`src/rtl/rtc_calendar_counter.sv`:
```
// Real-time clock and calendar. A prescaler divides clk down to a 1 Hz tick.
// Binary year/month/day/hour/minute/second fields advance on that tick and can be loaded as one validated set.
module rtc_calendar_counter #(
  parameter int CLK_HZ    = 50_000_000,
  parameter int YEAR_BASE = 2000
) (
  input  logic       clk,
  input  logic       rst,
  input  logic       set_en,
  input  logic [7:0] set_year,
  input  logic [7:0] set_month,
  input  logic [7:0] set_day,
  input  logic [7:0] set_hour,
  input  logic [7:0] set_minute,
  input  logic [7:0] set_second,
  output logic [7:0] year,
  output logic [7:0] month,
  output logic [7:0] day,
  output logic [7:0] hour,
  output logic [7:0] minute,
  output logic [7:0] second,
  output logic       tick_1hz,
  output logic       set_err
);

  localparam int PW = (CLK_HZ > 1) ? $clog2(CLK_HZ) : 1;
  localparam logic [PW-1:0] PRESC_MAX = PW'(CLK_HZ - 1);
  // Leap years are the ones where (YEAR_BASE + year) is a multiple of 4; no century exception inside one base century.
  localparam logic [1:0] BASE_PHASE = 2'(YEAR_BASE % 4);

  logic [PW-1:0] presc;
  logic          sec_tick;
  logic          set_valid;
  logic          load;
  logic [7:0]    dim_cur;
  logic [7:0]    dim_set;
  logic [7:0]    next_year;
  logic [7:0]    next_month;
  logic [7:0]    next_day;
  logic [7:0]    next_hour;
  logic [7:0]    next_minute;
  logic [7:0]    next_second;

  function automatic logic [7:0] days_in_month(input logic [7:0] m, input logic [7:0] y);
    logic [1:0] phase;
    phase = y[1:0] + BASE_PHASE;
    case (m)
      8'd4, 8'd6, 8'd9, 8'd11: days_in_month = 8'd30;
      8'd2:                    days_in_month = (phase == 2'd0) ? 8'd29 : 8'd28;
      default:                 days_in_month = 8'd31;
    endcase
  endfunction

  assign sec_tick = (presc == PRESC_MAX);
  assign dim_cur  = days_in_month(month, year);
  assign dim_set  = days_in_month(set_month, set_year);

  assign set_valid = (set_year <= 8'd99) &&
                     (set_month >= 8'd1) && (set_month <= 8'd12) &&
                     (set_day >= 8'd1) && (set_day <= dim_set) &&
                     (set_hour <= 8'd23) &&
                     (set_minute <= 8'd59) &&
                     (set_second <= 8'd59);
  assign load = set_en && set_valid;

  // Full carry chain from the current registers so every field lands on the same edge.
  always_comb begin
    next_second = second;
    next_minute = minute;
    next_hour   = hour;
    next_day    = day;
    next_month  = month;
    next_year   = year;
    if (second >= 8'd59) begin
      next_second = 8'd0;
      if (minute >= 8'd59) begin
        next_minute = 8'd0;
        if (hour >= 8'd23) begin
          next_hour = 8'd0;
          if (day >= dim_cur) begin
            next_day = 8'd1;
            if (month >= 8'd12) begin
              next_month = 8'd1;
              next_year  = (year >= 8'd99) ? 8'd0 : year + 8'd1;
            end else begin
              next_month = month + 8'd1;
            end
          end else begin
            next_day = day + 8'd1;
          end
        end else begin
          next_hour = hour + 8'd1;
        end
      end else begin
        next_minute = minute + 8'd1;
      end
    end else begin
      next_second = second + 8'd1;
    end
  end

  // A valid load overrides a coincident tick; a rejected load lets the tick through.
  always_ff @(posedge clk or negedge rst) begin
    if (!rst) begin
      presc    <= '0;
      year     <= 8'd0;
      month    <= 8'd1;
      day      <= 8'd1;
      hour     <= 8'd0;
      minute   <= 8'd0;
      second   <= 8'd0;
      tick_1hz <= 1'b0;
      set_err  <= 1'b0;
    end else begin
      tick_1hz <= sec_tick && !load;
      set_err  <= set_en && !set_valid;
      if (load) begin
        presc  <= '0;
        year   <= set_year;
        month  <= set_month;
        day    <= set_day;
        hour   <= set_hour;
        minute <= set_minute;
        second <= set_second;
      end else begin
        presc <= sec_tick ? '0 : presc + PW'(1);
        if (sec_tick) begin
          year   <= next_year;
          month  <= next_month;
          day    <= next_day;
          hour   <= next_hour;
          minute <= next_minute;
          second <= next_second;
        end
      end
    end
  end

endmodule

```
`config.mk`:
```
export PLATFORM = sky130hd
export DESIGN_NAME = rtc_calendar_counter
export DESIGN_NICKNAME = d
export VERILOG_FILES = /design/src/rtl/rtc_calendar_counter.sv
export SDC_FILE = /design/constraint.sdc
export NUM_CORES = 1
export LEC_CHECK = 0
export ABC_AREA = 0
export CORE_UTILIZATION = 55
export DETAILED_ROUTE_END_ITERATION = 16
export PLACE_DENSITY_LB_ADDON = 0.1
export SLEW_MARGIN = 20
export SYNTH_ARGS = -nofsm -noshare
export SYNTH_HDL_FRONTEND = slang
export SYNTH_SLANG_ARGS = --single-unit
```
`constraint.sdc`:
```
create_clock -name clk -period 8.7 [get_ports clk]
set_clock_uncertainty 0.05 [all_clocks]
set_input_delay 1.74 -clock clk [delete_from_list [all_inputs] [get_ports clk]]
set_output_delay 1.74 -clock clk [all_outputs]
set_load 0.005 [all_outputs]
```
Word level (Yosys, flattened, before mapping)
Cells that the tools add are included.
- register bits after elaboration: 76
- output and inout port bits: 50
- word-level logic and storage cells: 107
- $add $sub $neg: 7
- order comparisons: 14
- equal/unequal tests: 11
- muxes and demuxes: 39
- reduce and logical (&&, ||, !) cells: 27
- operator list (kind ; count):
    two-way mux 8 bit ; 33
    two-way mux 26 bit ; 2
    adder 8 x 1 -> 8 bit (second input constant) ; 6
    == test 8 x 3 -> 1 bit (second input constant) ; 4
    == test 8 x 4 -> 1 bit (second input constant) ; 4
    adder 26 x 1 -> 26 bit (second input constant) ; 1
    == test 26 bit (second input constant) ; 1
    == test 8 x 2 -> 1 bit (second input constant) ; 2
    greater-or-equal comparator 8 x 1 -> 1 bit (second input constant) ; 2
    greater-or-equal comparator 8 x 6 -> 1 bit (second input constant) ; 2
    less-or-equal comparator 8 x 6 -> 1 bit (second input constant) ; 2
    nonzero test 2 bit ; 6
    logical AND 1 bit ; 10
    greater-or-equal comparator 8 x 4 -> 1 bit (second input constant) ; 1
    greater-or-equal comparator 8 x 5 -> 1 bit (second input constant) ; 1
    greater-or-equal comparator 8 x 7 -> 1 bit (second input constant) ; 1
    greater-or-equal comparator 8 bit ; 1
    less-or-equal comparator 8 x 4 -> 1 bit (second input constant) ; 1
    less-or-equal comparator 8 x 5 -> 1 bit (second input constant) ; 1
    less-or-equal comparator 8 x 7 -> 1 bit (second input constant) ; 1
    less-or-equal comparator 8 bit ; 1
    one-hot mux 2 bit (2 select lines) ; 2
    OR reduction 4 bit ; 2
    AND reduction 6 bit ; 1
    7 further kinds ; 10

Longest topological paths before layout
Gate-level depths: netlist of the first run.
- depth in word-level cells: 11
- mapped depth: 13

Least setup slack after synthesis of the first run
Ideal clock, no wire load.
- path kind: input -> register
- start: in set_month[7]
- end: reg presc[16]
- setup time: 0.121 ns
- data arrival time: 3.941 ns
- data required time: 8.529 ns
- setup slack: 4.588 ns
- cell stages on the path: 10
- buffers on the path: 1
- cell sequence: nor4_1 > and4b_1 > ha_1 > nor2b_1 > o211a_1 > nor4_1 > nand2_1 > nand2_1 > buf_2 > nor2_1
- longest elaborated chain between the ends: 10
- elaborated cells between the ends (all ways): 19
- classes of those cells: order compare (3); eq/ne (5); mux (2); reduce/logical (9)
- ends and longest elaborated chain (what ; line ; source):
    start, declared ; 11 ; input logic [7:0] set_month,
    == test 8 x 3 -> 1 bit (tied with other cells) ; 47 ; case (m)
    OR reduction 4 bit / logical AND 1 bit (equally long branches) ; 47, 58 ;
    one-hot mux 2 bit (2 select lines) / logical AND 1 bit (equally long branches) ; 47, 59 ;
    less-or-equal comparator 8 bit / logical AND 1 bit (equally long branches) ; 60, 59 ;
    logical AND 1 bit (*) (2 in series) ; 60 ; (set_day >= 8'd1) && (set_day <= dim_set) &&
    logical AND 1 bit (*) ; 61 ; (set_hour <= 8'd23) &&
    logical AND 1 bit (*) ; 62 ; (set_minute <= 8'd59) &&
    logical AND 1 bit (*) ; 64 ; assign load = set_en && set_valid;
    two-way mux 26 bit (*) ; 117 ; if (load) begin
    end signal, assigned ; 126 ; presc <= sec_tick ? '0 : presc + PW'(1);
    end, declared ; 31 ; logic [PW-1:0] presc;
Mark *: on every way between the ends. The rest lies on a longest branch, timed or not.
A chain may end at the register's enable or synchronous reset.

Final worst setup path of the first run
- start: in set_month[7]
- end: reg presc[9]
Same word-level chain as after synthesis.

==> metrics.csv, run 1 <==
metric,value,unit
status,"finished, final reports clean",
worst path required time,8.86,ns
cts bufs inserted,9,
Die Ht,91.2,µm
Die ar.,8320,µm²
ys async rst share,100,%
drt first pass iters,5,
fin crit period,4.69,ns
dpl hpwl,8070,µm
Syn Area/Cell,9.16,µm²
Routed Wire Length,11100,µm
post-CTS setup repair buffer count,0,
share of cells above drive strength 1,7.22,%
core box area,7730,µm²
post-synth cell types,62,
vias after detailed routing,4052,
vias in the first global route,3887,
Final TNS setup,0,ns
relative slew slack,35.8,%
Slew @ Worst Pin,0.962,ns
Max Fclk,0.213,GHz
startpoint types,input port,
"commonest non-fill, non-tap cells in the layout","clkdlybuf4s50_1, dfrtp_1, nor2_1",
RSZ-0062 raised after global routing,false,
Area Overhead vs Synth,29.1,%
Synth area leader,dfrtp_1,
Leakage,2.43,nW
worst-path fanout max,24,
initial core utilization,56.7,%
Final Instance Area,5650,µm²
diode count,0,
final hold violation count,0,
Worst setup EP type,register,
# hold bufs at CTS,0,
die width,91.2,µm
PwrDens,120,nW/µm²
Tot GR Track Use,27.6,%
first-pass GRT wire length,18500,µm
Post-synth EDFFs,0,
ys flop type,dfrtp_1,
global placement routability congestion,0.872,
syn_nets,544,
largest cells by area after synthesis,"dfrtp_1, nor2_1, ha_1",
port bufs,100,
Yosys reg bits,76,
sequential area share after synthesis,43.5,%
Yosys top cell area share,42.3,%
post-layout net count,643,
DR iter-0 viols,219,
hold_ws,0.485,ns
std cell rows,32,
worst hold path type,reg -> reg,
clk slew on worst S/H paths,0.10,ns
CTS H-Tree Depth,3,
Tcrit/Tclk final,53.9,%
CTS tree,done,
# IOs,101,
synth warn,0,
peak supply drop,0.0706,mV
fill cell count,597,
Syn Inst Count,478,
"most common cell after layout, fill and taps aside",clkdlybuf4s50_1,
worst-case clock buffer depth,2,
critical path type,in -> reg,
total power,679,µW
"Arr. time, crit path",4.85,ns
vias per cell,5.92,
internal reg-to-reg setup slack,5.20,ns
Routed Antenna Nets,0,
drt wl/cell,16.3,µm
Max Cap Viol,0,
"Slew Viols, Final",0,
Final Setup Violations,0,
Sink Count,76,
Clock Latency Late Sink,0.36,ns
# DRC,0,
initial antenna violation count,0,
largest net degree at the start of global routing,77,
placed cell areas,5460,µm²
grt total ovfl,0,
Netlist Area Pre-Place,4380,µm²
Root Driver,clkbuf_8,
CTS resizes,0,
-- final cells by class --
class                      instances  area [µm²]  share of cell area [%]
clock inverter                     7        65.1                    1.15
sequential                        76        1900                    33.7
timing repair buffer             101        1010                    17.8
inverter                           9        33.8                   0.598
clock buffer                       9         124                    2.19
tap                              102         128                    2.26
multi-input combinational        380        2390                    42.3
-- flip-flops by register name, summed over array words and instances, names as in the netlist --
register	flops
minute	8
tick_1hz	1
set_err	1
presc	26
day	8
year	8
second	8
month	8
hour	8
-- metal layers --
| metal | vias up | global-route usage (%) | wire length, µm |
|---|---|---|---|
| li1 | 1944 | - | - |
| met1 | 1954 | 38.1 | 5040 |
| met2 | 138 | 44.9 | 5350 |
| met3 | 16 | 3.85 | 604 |
| met4 | 0 | 8.86 | 131 |
| met5 | - | 0 | 0 |
-- worst paths after layout --
check | startpoint | to | depth (start not counted)
setup reg to reg | month[4]$_DFFE_PN0P_ | year[1]$_DFFE_PN0P_ | 9
min in group asynchronous | rst | month[7]$_DFFE_PN0P_ | 1
max in group asynchronous | rst | day[5]$_DFFE_PN0P_ | 1
setup / recovery | set_month[7] | presc[9]$_DFF_PN0_ | 10
hold reg to reg | presc[0]$_DFF_PN0_ | presc[0]$_DFF_PN0_ | 1
hold / removal | presc[0]$_DFF_PN0_ | presc[0]$_DFF_PN0_ | 1
-- through the flow --
step | setup slack, ns | cells | util (%)
final | 4.01 | 684 | 73.1
after global routing | 3.75 | 684 | 73.1
after floorplan | 4.59 | 478 | -
after global placement | 3.77 | 668 | 70.7
after CTS | 3.99 | 684 | 73.1
after detailed placement | 3.61 | 668 | 70.7
-- cell usage after synthesis, drive strengths merged (3+ instances only) --
library cell	count
o311ai	3
o211ai	5
and2	7
nand4	13
a21oi	28
xnor2	12
nand3	27
or2	4
nor2b	5
ha	15
o21a	10
clkbuf	10
a22oi	7
o21ai	23
o41ai	3
o41a	5
buf	3
nand2	45
mux2	4
mux2i	3
nor3	10
nor4	12
or4	4
or3	5
inv	9
and4	3
xor2	12
and3	23
dfrtp	74
nor2	65
-- power by group --
part           switching, mW  internal, mW  leakage (nW)
Combinational         0.0206        0.0273          1.46
Clock                  0.151         0.111        0.0943
Sequential           0.00998         0.360         0.872
-- cell families (layout without fill, tap and decap cells) --
| kind of cell | count (synthesis) | after routing | share of synthesized area (%) |
|---|---|---|---|
| DFF | 76 | 76 | 43.5 |
| muxes | 7 | 7 | 1.89 |
| adders and majority gates | 15 | 15 | 4.29 |
| AOI/OAI and AO/OA | 101 | 101 | 15.5 |
| buffers and inverters | 22 | 126 | 1.97 |
| and+or+nand+nor | 233 | 233 | 28.1 |
| xor gates and xnor gates | 24 | 24 | 4.80 |
-- critical path: stages --
cell and delay, ns:
clkdlybuf4s50_1 0.39, nor4_1 0.46, and4b_1 0.26, ha_1 0.23, nor2b_1 0.13, o211a_1 0.21
nor4_1 0.58, nand2_2 0.10, nand2_1 0.59, nor2_1 0.13
Power figures use the tool's default switching activity.
==> run 2: changes to the inputs <==
Settings changed: CORE_UTILIZATION 55 to 51.
Clock period 8.7 ns to 4.9 ns, I/O delays scaled along.
==> run 2 against run 1 <==
Power grew 79%. Clock-buffer cell count grew 1. Combinational power grew 76%. Routed wire length shrank 0.94%. Register-to-register slack lost 3.9 ns. Cell count grew 0.88%. Critical path depth grew 1. Core utilization shrank 4.3 points. Critical path type unchanged.
==> metrics.csv, run 2 (synthesis gave the netlist of run 1 again) <==
metric,value,unit
status,"finished, final reports clean",
"Arr. time, crit path",4.27,ns
CTS H-Tree Depth,3,
initial core utilization,53.0,%
Final TNS setup,0,ns
Leakage,2.44,nW
# DRC,0,
die width,94.7,µm
Int Power,923,µW
internal reg-to-reg setup slack,1.26,ns
largest net degree at the start of global routing,77,
Final Instance Area,5680,µm²
global placement routability congestion,0.875,
Routed Wire Length,11000,µm
Hold Startpoint,presc[0]$_DFF_PN0_,
core box area,8260,µm²
Max Fclk,0.245,GHz
Clock Latency Late Sink,0.35,ns
dpl hpwl,8170,µm
clk slew on worst S/H paths,0.07,ns
Slew @ Worst Pin,0.964,ns
"Slew Viols, Final",0,
Area Overhead vs Synth,29.8,%
Worst setup EP type,register,
placed cell areas,5490,µm²
startpoint types,input port,
Tot GR Track Use,26.0,%
vias after detailed routing,4034,
Root Driver,clkbuf_8,
cts bufs inserted,9,
Routed Antenna Nets,0,
Biggest register,presc,
drt wl/cell,16.0,µm
# hold bufs at CTS,0,
worst hold path type,reg -> reg,
Sink Count,76,
relative slew slack,35.7,%
Worst Hold Path EP,presc[0]$_DFF_PN0_,
CTS tree,done,
RR Endpoint,year[1]$_DFFE_PN0P_,
# IOs,101,
max reg flops,26,
peak supply drop,0.117,mV
Post-Place Cells,674,
post-layout net count,646,
"commonest non-fill, non-tap cells in the layout","clkdlybuf4s50_1, dfrtp_1, nor2_1",
PwrDens,213,nW/µm²
post-CTS setup repair buffer count,0,
drt first pass iters,4,
Die ar.,8960,µm²
Tcrit/Tclk final,83.5,%
DR iter-0 viols,175,
initial antenna violation count,0,
switching fraction of total power,23.9,%
vias in the first global route,3912,
Logic pwr share,7.0,%
diode count,0,
Final Setup Violations,0,
critical path type,in -> reg,
worst path required time,5.08,ns
fin crit period,4.09,ns
std cell rows,33,
NetSw,290,µW
share of cells above drive strength 1,7.52,%
port bufs,100,
FF-to-FF Start,month[4]$_DFFE_PN0P_,
WHS Path Cells,1,
CTS resizes,0,
worst-path fanout max,22,
RSZ-0062 raised after global routing,false,
Worst Reg2Reg Path Length in Cells,9,
worst-case clock buffer depth,2,
"most common cell after layout, fill and taps aside",clkdlybuf4s50_1,
final cell count without fillers,690,
Max Cap Viol,0,
final hold violation count,0,
grt total ovfl,0,
vias per cell,5.85,
Die Ht,94.7,µm
sequential share of power,54.1,%
first-pass GRT wire length,18200,µm
Clock power frac,38.9,%
[run 2: worst max path at each step]
stage | to | from | slack, ns
2_1_floorplan | presc[16]$_DFF_PN0_ | set_month[7] | 1.55
3_3_place_gp | presc[22]$_DFF_PN0_ | set_month[7] | 0.68
3_5_place_dp | presc[21]$_DFF_PN0_ | set_month[7] | 0.49
4_1_cts | presc[22]$_DFF_PN0_ | set_month[7] | 0.86
5_1_grt | year[3]$_DFFE_PN0P_ | set_month[7] | 0.54
6_report | presc[22]$_DFF_PN0_ | set_month[7] | 0.81
[run 2: through the flow]
stage	power (mW)	setup WS, ns	utilization (%)	hold WS (ns)
finish	1.21	0.810	68.8	0.465
global route	1.26	0.536	68.8	0.506
CTS	1.22	0.859	68.8	0.466
detailed placement	0.754	0.495	66.5	0.454
global placement	0.752	0.685	66.5	0.468
floorplan	0.686	1.55	-	0.425
[run 2: cell type report]
| cell class | count | area (µm²) |
|---|---|---|
| clock buffers | 10 | 128 |
| clock inverters | 6 | 66.3 |
| fillers | 673 | 2570 |
| inverters | 9 | 33.8 |
| multi-input cells | 380 | 2390 |
| flip-flops and latches | 76 | 1900 |
| well taps | 105 | 131 |
| repair buffers | 104 | 1030 |
[run 2: per-layer routing]
layer / wire length (µm) / vias up / GRT usage [%]
li1: - / 1959 / -
met1: 5090 / 1939 / 35.8
met2: 5200 / 123 / 41.4
met3: 580 / 13 / 3.70
met4: 145 / 0 / 9.85
met5: 0 / - / 0
[run 2: power by group through the flow]
stage,Combinational [mW],Sequential (mW),Clock [mW]
5_1_grt,0.0927,0.658,0.505
4_1_cts,0.0859,0.656,0.479
3_3_place_gp,0.0844,0.668,0
6_report,0.0844,0.656,0.472
2_1_floorplan,0.0207,0.666,0
3_5_place_dp,0.0857,0.668,0
[run 2: worst max-delay path, cell delays in order]
cell             delay (ns)
clkdlybuf4s50_1        0.39
nor4_1                 0.52
and4b_1                0.29
ha_1                   0.24
nor2b_1                0.13
o211a_1                0.21
nor4_1                 0.53
nand2_2                0.38
nand2_1                0.31
buf_4                  0.22
nor2_1                 0.06
